==> config.mk <==
export PLATFORM = sky130hd
export DESIGN_NAME = uart_ring_fifo
export DESIGN_NICKNAME = d
export VERILOG_FILES = /design/src/rtl/uart_ring_fifo.sv
export SDC_FILE = /design/constraint.sdc
export NUM_CORES = 1
export LEC_CHECK = 0
export CAP_MARGIN = 20
export CORE_ASPECT_RATIO = 0.8
export CORE_UTILIZATION = 40
export DETAILED_ROUTE_END_ITERATION = 6
export PLACE_DENSITY = 0.53
export RECOVER_POWER = 100
export SLEW_MARGIN = 20
export SYNTH_ARGS = -nofsm -noshare
export SYNTH_HDL_FRONTEND = slang
export SYNTH_SLANG_ARGS = --single-unit
==> constraint.sdc <==
create_clock -name clk -period 2.7 [get_ports clk]
set_input_delay 0.54 -clock clk [delete_from_list [all_inputs] [get_ports clk]]
set_output_delay 0.54 -clock clk [all_outputs]
set_load 0.05 [all_outputs]
==> src/rtl/uart_ring_fifo.sv <==
// uart_ring_fifo: single-clock circular FIFO between the UART receiver
// and the CPU read port, with drop-newest or overwrite-oldest policy.
//
// Ports:
//   clk, reset          rising-edge clock, synchronous active-high reset
//   writeEnable         push dataWrite this cycle
//   dataWrite           word to push
//   readRequest         pop request
//   dataReadAck         one-cycle pulse, dataRead holds a popped word
//   dataRead            popped word, held between acks
//   count               entries stored, 0..DEPTH
//   empty/full          count == 0 / count == DEPTH
//   almostFull          count >= ALMOST_FULL
//   overflow            sticky: a write was dropped or overwrote the oldest
//   clearOverflow       clears overflow (a same-cycle set wins)
module uart_ring_fifo #(
    parameter int DATA_WIDTH  = 8,
    parameter int DEPTH_LOG2  = 4,
    parameter int OVERWRITE   = 0,
    parameter int ALMOST_FULL = 12
) (
    input  logic                  clk,
    input  logic                  reset,
    input  logic                  writeEnable,
    input  logic [DATA_WIDTH-1:0] dataWrite,
    input  logic                  readRequest,
    output logic                  dataReadAck,
    output logic [DATA_WIDTH-1:0] dataRead,
    output logic [DEPTH_LOG2:0]   count,
    output logic                  empty,
    output logic                  full,
    output logic                  almostFull,
    output logic                  overflow,
    input  logic                  clearOverflow
);

    localparam int DEPTH = 1 << DEPTH_LOG2;
    localparam logic [DEPTH_LOG2:0] DEPTH_C = (DEPTH_LOG2+1)'(DEPTH);
    localparam logic [DEPTH_LOG2:0] AF_C    = (DEPTH_LOG2+1)'(ALMOST_FULL);
    localparam logic [DEPTH_LOG2:0] CONE    = (DEPTH_LOG2+1)'(1);
    localparam logic [DEPTH_LOG2-1:0] PONE  = DEPTH_LOG2'(1);
    localparam bit OW = (OVERWRITE != 0);

    logic [DATA_WIDTH-1:0] mem [DEPTH];
    logic [DEPTH_LOG2-1:0] wrPtr;
    logic [DEPTH_LOG2-1:0] rdPtr;
    logic [DEPTH_LOG2:0]   countNext;
    logic                  readOk;
    logic                  wrAccept;
    logic                  wrOver;
    logic                  wrDrop;

    // A full buffer still accepts a write when a read frees a slot
    // in the same cycle.
    assign readOk   = readRequest && !empty;
    assign wrAccept = writeEnable && (!full || readOk);
    assign wrOver   = writeEnable && full && !readOk && OW;
    assign wrDrop   = writeEnable && full && !readOk && !OW;

    // An overwrite pushes one and discards one: no net change.
    always_comb begin
        countNext = count;
        if (wrAccept && !readOk)
            countNext = count + CONE;
        else if (readOk && !wrAccept)
            countNext = count - CONE;
    end

    // Storage is deliberately left out of reset.
    always_ff @(posedge clk) begin
        if (!reset && (wrAccept || wrOver))
            mem[wrPtr] <= dataWrite;
    end

    always_ff @(posedge clk) begin
        if (reset) begin
            wrPtr       <= '0;
            rdPtr       <= '0;
            count       <= '0;
            empty       <= 1'b1;
            full        <= 1'b0;
            almostFull  <= 1'b0;
            overflow    <= 1'b0;
            dataReadAck <= 1'b0;
            dataRead    <= '0;
        end else begin
            dataReadAck <= readOk;
            if (readOk)
                dataRead <= mem[rdPtr];
            if (wrAccept || wrOver)
                wrPtr <= wrPtr + PONE;
            if (readOk || wrOver)
                rdPtr <= rdPtr + PONE;
            count      <= countNext;
            empty      <= (countNext == '0);
            full       <= (countNext == DEPTH_C);
            almostFull <= (countNext >= AF_C);
            if (wrDrop || wrOver)
                overflow <= 1'b1;
            else if (clearOverflow)
                overflow <= 1'b0;
        end
    end

endmodule

==> flow_metrics.py, run 1 <==
metrics = {
    "die": {
        "fp.dieArea_sq_mm": 0.01586,
        "start_util": 0.4091,
        "core_sq_mm": 0.01501,
        "io_pins": 31,
        "placement_rows": 40,
        "die_w_um": 140.5,
        "fp.dieH_um": 112.8,
    },
    "sta": {
        "hold_viol": 0,
        "slew_violations": 0,
        "maxSlewHeadroom": 0.3511,
        "layout_min_cycle_time_ps": 2366,
        "tns_ps": 0,
        "tightest_slew_ps": 972.9,
        "rsz0062_at_grt": "no",
        "finalSetupViolCount": 0,
        "fin_worst_skew_ps": 4.917,
        "fin_crit_sh": 0.8761,
        "fmax_mhz": 422.7,
    },
    "critical_path": {
        "critPathCaptureType": "output port",
        "rr_worst_depth": 6,
        "cp-start-kind": "flop",
        "worstPathArrival_ps": 1830,
        "r2r-end": "full",
        "r2r_slack_ps": 630,
        "reg2reg_from": "empty",
        "crit_fanout": 8,
        "cp.required_ps": 2160,
        "cp_slowest_cell": "dlygate4sd3_1",
        "critPathKind": "flop to output port",
        "path_cells": "dlygate4sd3_1",
        "path_buf_inv": 1,
        "critPathTopFamily": "buffers and inverters",
        "slowest_delay_ps": 920,
    },
    "yosys": {
        "syn_inst": 401,
        "seq_area_frac_synth": 0.7105,
        "ys.flop_type": "edfxtp_1",
        "synth_area_sq_mm": 0.006142,
        "synth-warning-count": 0,
        "ys_ff_latch": 154,
        "ys_async_sr_fraction": 0,
        "synthesis.nets": 421,
        "synth_edf_count": 128,
        "synth.distinct_cells": 41,
        "avgSynthCellArea_sq_um": 15.32,
    },
    "detailed_routing": {
        "route.detailed.drc": 0,
        "drt_first_pass_iters": 5,
        "routed_wl_um": 13270,
        "via_per_inst": 5.214,
        "wl_per_cell_um": 19.99,
        "num_vias": 3462,
        "drtIter0Drc": 226,
        "ant_nets": 0,
    },
    "place": {
        "hpwl_um": 8818,
        "gp_congestion": 0.7736,
        "postPlaceCellArea_sq_mm": 0.006830,
        "io_buffer_count": 30,
    },
    "run_status": {
        "status": "finished clean",
    },
    "global_routing": {
        "grt-ovfl-total": 0,
        "grt_pass1_vias": 3447,
        "grt_max_degree": 32,
        "track_usage": 0.1848,
        "grt_pass1_wl_um": 20600,
        "antenna_found_initial": 0,
    },
    "cts": {
        "cts_resized": 0,
        "cts_made_buffers": 17,
        "clock_latency_ps": 420,
        "cts_tree": "yes",
        "h-tree-depth": 4,
        "clkTransAtPathRegs_ps": 60,
        "cts_hold_buf": 0,
        "clock_sinks": 154,
        "cts_root_buffer": "clkbuf_16",
        "clk_path_buf_depth": 2,
        "cts_setup_buffers": 0,
    },
    "hold_path": {
        "min_to": "dataRead[2]",
        "whs_path_depth": 2,
        "min_from": "dataRead[2]",
        "hold_path_class": "flop to flop",
    },
    "finish": {
        "nets": 481,
        "drive_above_1_share": 0.1160,
        "area_growth_pct": 20.31,
        "final_cell_area_sq_mm": 0.007390,
    },
    "power_and_ir_drop": {
        "leakage_nw": 2.497,
        "peakVddDrop_v": 0.0005577,
        "powerDensity_mw_per_mm2": 769.3,
    },
    "flow_run": {
        "drv_cap": 0,
    },
}
==> power by group <==
group | internal (mW) | total [mW] | switching, mW | leakage [nW]
sequential | 2.62 | 2.69 | 0.0650 | 1.37
clock | 1.52 | 2.39 | 0.872 | 0.281
combinational | 0.239 | 0.602 | 0.363 | 0.851
total | 4.39 | 5.69 | 1.30 | 2.50
==> layout make-up <==
class | instances | area, sq um
Clock buffer | 20 | 436.7
Fill cell | 1320 | 7625
Multi-Input combinational cell | 220 | 1645
Tap cell | 189 | 236.5
Inverter | 7 | 26.28
Timing Repair Buffer | 61 | 520.5
Sequential cell | 154 | 4368
Clock inverter | 12 | 153.9
Antenna cell | 1 | 2.502
==> worst max path at each step <==
stage | from | end | depth (start not counted)
after floorplan | empty | mem[0][0] | 6
after global placement | writeEnable | mem[3][2] | 6
after detailed placement | writeEnable | mem[3][2] | 6
after CTS | count[0] | count[0] | 1
after global routing | writeEnable | mem[3][2] | 6
final | count[0] | count[0] | 1
==> logic make-up after synthesis <==
family / count (synthesis) / share of synthesized area
AOI/OAI and AO/OA: 53 / 0.06539
xor gates and xnor gates: 10 / 0.01426
adders and majority gates: 7 / 0.01426
buffers and inverters: 27 / 0.02017
DFF: 154 / 0.7105
muxes: 63 / 0.1090
and+or+nand+nor: 87 / 0.06641
==> cell usage in the layout, fill, tap and decap left out, types with 7 or more instances in the layout <==
master / synthesis / layout
edfxtp_1: 128 / 128
mux2i_1: 59 / 59
nor2_1: 32 / 32
a22oi_1: 28 / 28
dlygate4sd3_1: 0 / 27
dfxtp_1: 26 / 25
buf_4: 3 / 22
nand2_1: 21 / 21
clkbuf_16: 0 / 17
nand3_1: 12 / 12
clkinv_1: 1 / 8
a32oi_1: 7 / 7
xor2_1: 7 / 7
ha_1: 7 / 7
clkbuf_1: 7 / 7
==> cell usage after synthesis (2+ instances only) <==
cell type / count / area share
ha_1: 7 / 0.014
dfxtp_1: 26 / 0.085
clkbuf_1: 7 / 0.0043
buf_4: 3 / 0.0037
a2bb2oi_1: 2 / 0.0029
nand4_1: 2 / 0.0020
nor3_1: 5 / 0.0041
nor2_1: 32 / 0.020
nand3_1: 12 / 0.0098
buf_2: 9 / 0.0073
a22oi_1: 28 / 0.034
nand2_1: 21 / 0.013
nor2b_1: 6 / 0.0061
a211oi_1: 2 / 0.0024
edfxtp_1: 128 / 0.63
inv_1: 6 / 0.0037
xnor2_1: 3 / 0.0043
a32oi_1: 7 / 0.010
nand2b_1: 3 / 0.0031
mux2i_1: 59 / 0.096
a21oi_1: 5 / 0.0041
xor2_1: 7 / 0.010
mux4_2: 3 / 0.011
==> through the flow <==
step	cells	total power, mW	utilization	hold slack, ps	setup WS (ps)
finish	664	5.685	0.4922	460.0	334.5
global route	663	5.895	0.4920	490.2	252.8
global placement	631	3.364	0.4549	446.3	211.9
floorplan	401	3.144	-	510.6	186.6
detailed placement	631	3.368	0.4549	456.6	185.3
CTS	663	5.769	0.4943	473.6	377.8
==> state kept, by name, indices dropped and copies added (netlist names) <==
name and flops:
full 1, dataReadAck 1, wrPtr 4, rdPtr 4, mem 128, count 5
almostFull 1, dataRead 8, overflow 1, empty 1
==> per-layer routing <==
layer  vias to the layer above  GRT usage  part of all wire
li1                       1651          -                 -
met1                      1727     0.2514              0.47
met2                        65     0.2807              0.46
met3                        19    0.05375             0.046
met4                         0    0.07246             0.016
met5                         -          0                 0
Power figures use the tool's default switching activity.
==> inputs of run 2 (changes only) <==
--- a/config.mk
+++ b/config.mk
@@ -8,7 +8,9 @@
 export CAP_MARGIN = 20
 export CORE_ASPECT_RATIO = 0.8
 export CORE_UTILIZATION = 40
+export CTS_CLUSTER_SIZE = 8
 export DETAILED_ROUTE_END_ITERATION = 6
+export MAX_ROUTING_LAYER = met4
 export PLACE_DENSITY = 0.53
 export RECOVER_POWER = 100
 export SLEW_MARGIN = 20
==> run 2 against run 1 <==
Net effect:
- register-to-register slack about the same
- sequential share of layout area about the same
- cell count down 0.15%
- critical path depth unchanged
- global-route usage up 0.66 points
- die area unchanged
- flip-flop and latch count unchanged
- clock power about the same
- critical path type unchanged
- largest power group unchanged
- core utilization about the same
- non-clock buffer count unchanged
==> flow_metrics.py, run 2 (synthesized netlist as in run 1, its figures left out) <==
metrics = {
    "run_status": {
        "status": "finished clean",
    },
    "detailed_routing": {
        "route.detailed.drc": 0,
        "num_vias": 3474,
        "via_per_inst": 5.240,
        "routed_wl_um": 13260,
        "drtIter0Drc": 247,
        "wl_per_cell_um": 20.00,
        "drt_first_pass_iters": 5,
        "ant_nets": 0,
    },
    "sta": {
        "maxSlewHeadroom": 0.3769,
        "fin_crit_sh": 0.8784,
        "slew_violations": 0,
        "rsz0062_at_grt": "no",
        "tns_ps": 0,
        "tightest_slew_ps": 934.2,
        "finalSetupViolCount": 0,
        "fin_worst_skew_ps": 8.204,
        "fmax_mhz": 421.6,
        "layout_min_cycle_time_ps": 2372,
        "hold_viol": 0,
        "finalWorstSetupSlack_ps": 328.3,
    },
    "die": {
        "io_pins": 31,
        "die_w_um": 140.5,
        "start_util": 0.4091,
        "core_sq_mm": 0.01501,
        "fp.dieH_um": 112.8,
        "placement_rows": 40,
        "fp.dieArea_sq_mm": 0.01586,
    },
    "critical_path": {
        "critPathKind": "flop to output port",
        "cp-start-kind": "flop",
        "worstPathArrival_ps": 1830,
        "critPathCaptureType": "output port",
        "path_buf_inv": 1,
        "path_cells": "dlygate4sd3_1",
        "crit_fanout": 8,
        "cp_slowest_cell": "dlygate4sd3_1",
        "critPathTopFamily": "buffers and inverters",
        "slowest_delay_ps": 920,
        "cp.required_ps": 2160,
    },
    "global_routing": {
        "grt_busiest_layer": "met2",
        "grt_pass1_wl_um": 20620,
        "grt_max_degree": 32,
        "antenna_found_initial": 0,
        "grt-ovfl-total": 0,
        "track_usage": 0.1913,
        "use_met3": 0.05501,
        "grt_pass1_vias": 3447,
        "met2_usage": 0.2813,
        "met1_usage": 0.2514,
    },
    "finish": {
        "fillCellCount": 1319,
        "largest_register_ffs": 128,
        "area_growth_pct": 20.27,
        "drive_above_1_share": 0.1160,
        "max_flop_register": "mem",
        "final_cell_mix": "edfxtp_1 (128), mux2i_1 (59), nor2_1 (32)",
        "top_regs": "mem (128), dataRead (8), count (5)",
        "final_common_cell": "edfxtp_1",
        "final_cell_area_sq_mm": 0.007387,
        "antenna-diode-count": 0,
        "nets": 481,
    },
    "cts": {
        "cts_made_buffers": 17,
        "h-tree-depth": 4,
        "clock_sinks": 154,
        "cts_resized": 0,
        "cts_root_buffer": "clkbuf_16",
        "clkTransAtPathRegs_ps": 60,
        "clk_path_buf_depth": 2,
        "cts_tree": "yes",
        "clock_latency_ps": 420,
        "cts_setup_buffers": 0,
        "cts_hold_buf": 0,
    },
    "power_and_ir_drop": {
        "peakVddDrop_v": 0.0005584,
        "powerDensity_mw_per_mm2": 769.4,
        "leakage_nw": 2.497,
        "power.total_mw": 5.684,
    },
    "place": {
        "gp_congestion": 0.7842,
        "place_ws_ps": 185.3,
        "io_buffer_count": 30,
        "postPlaceCellArea_sq_mm": 0.006830,
        "hpwl_um": 8818,
    },
    "hold_path": {
        "hold_path_class": "flop to flop",
    },
    "flow_run": {
        "drv_cap": 0,
    },
}
[run 2: cell count changes in the layout (fill, tap and decap cells not counted)]
cell	before	now
diode_2	1	0
[run 2: layout make-up]
cell class	count	area, sq um	share of cell area
Inverter	7	26.28	0.003557
Timing Repair Buffer	61	520.5	0.07046
Sequential cell	154	4368	0.5913
Clock inverter	12	153.9	0.02083
Multi-Input combinational cell	220	1645	0.2227
Clock buffer	20	436.7	0.05911
Tap cell	189	236.5	0.03201
[run 2: report_power, final]
group	internal [mW]	switching, mW
registers	2.62	0.0652
logic	0.239	0.362
clock network	1.52	0.873
[run 2: worst paths after layout]
| path | depth (start not counted) | slack, ps | from | endpoint |
|---|---|---|---|---|
| hold / removal | 2 | 460 | dataRead[2] | dataRead[2] |
| hold reg to reg | 2 | 460 | dataRead[2] | dataRead[2] |
| setup / recovery | 1 | 330 | count[0] | count[0] |
| setup reg to reg | 6 | 640 | empty | full |
[run 2: stage by stage]
step                        util  instances  hold slack, ps
final                     0.4920        663           460.0
after CTS                 0.4943        663           473.6
after global placement    0.4549        631           446.3
after detailed placement  0.4549        631           456.6
after floorplan                -        401           510.6
after global routing      0.4920        663           490.2
[run 2: layer usage]
| metal | vias up | share of wire |
|---|---|---|
| li1 | 1649 | - |
| met3 | 21 | 0.064 |
| met5 | - | 0 |
| met4 | 0 | 0.019 |
| met2 | 95 | 0.47 |
| met1 | 1709 | 0.45 |
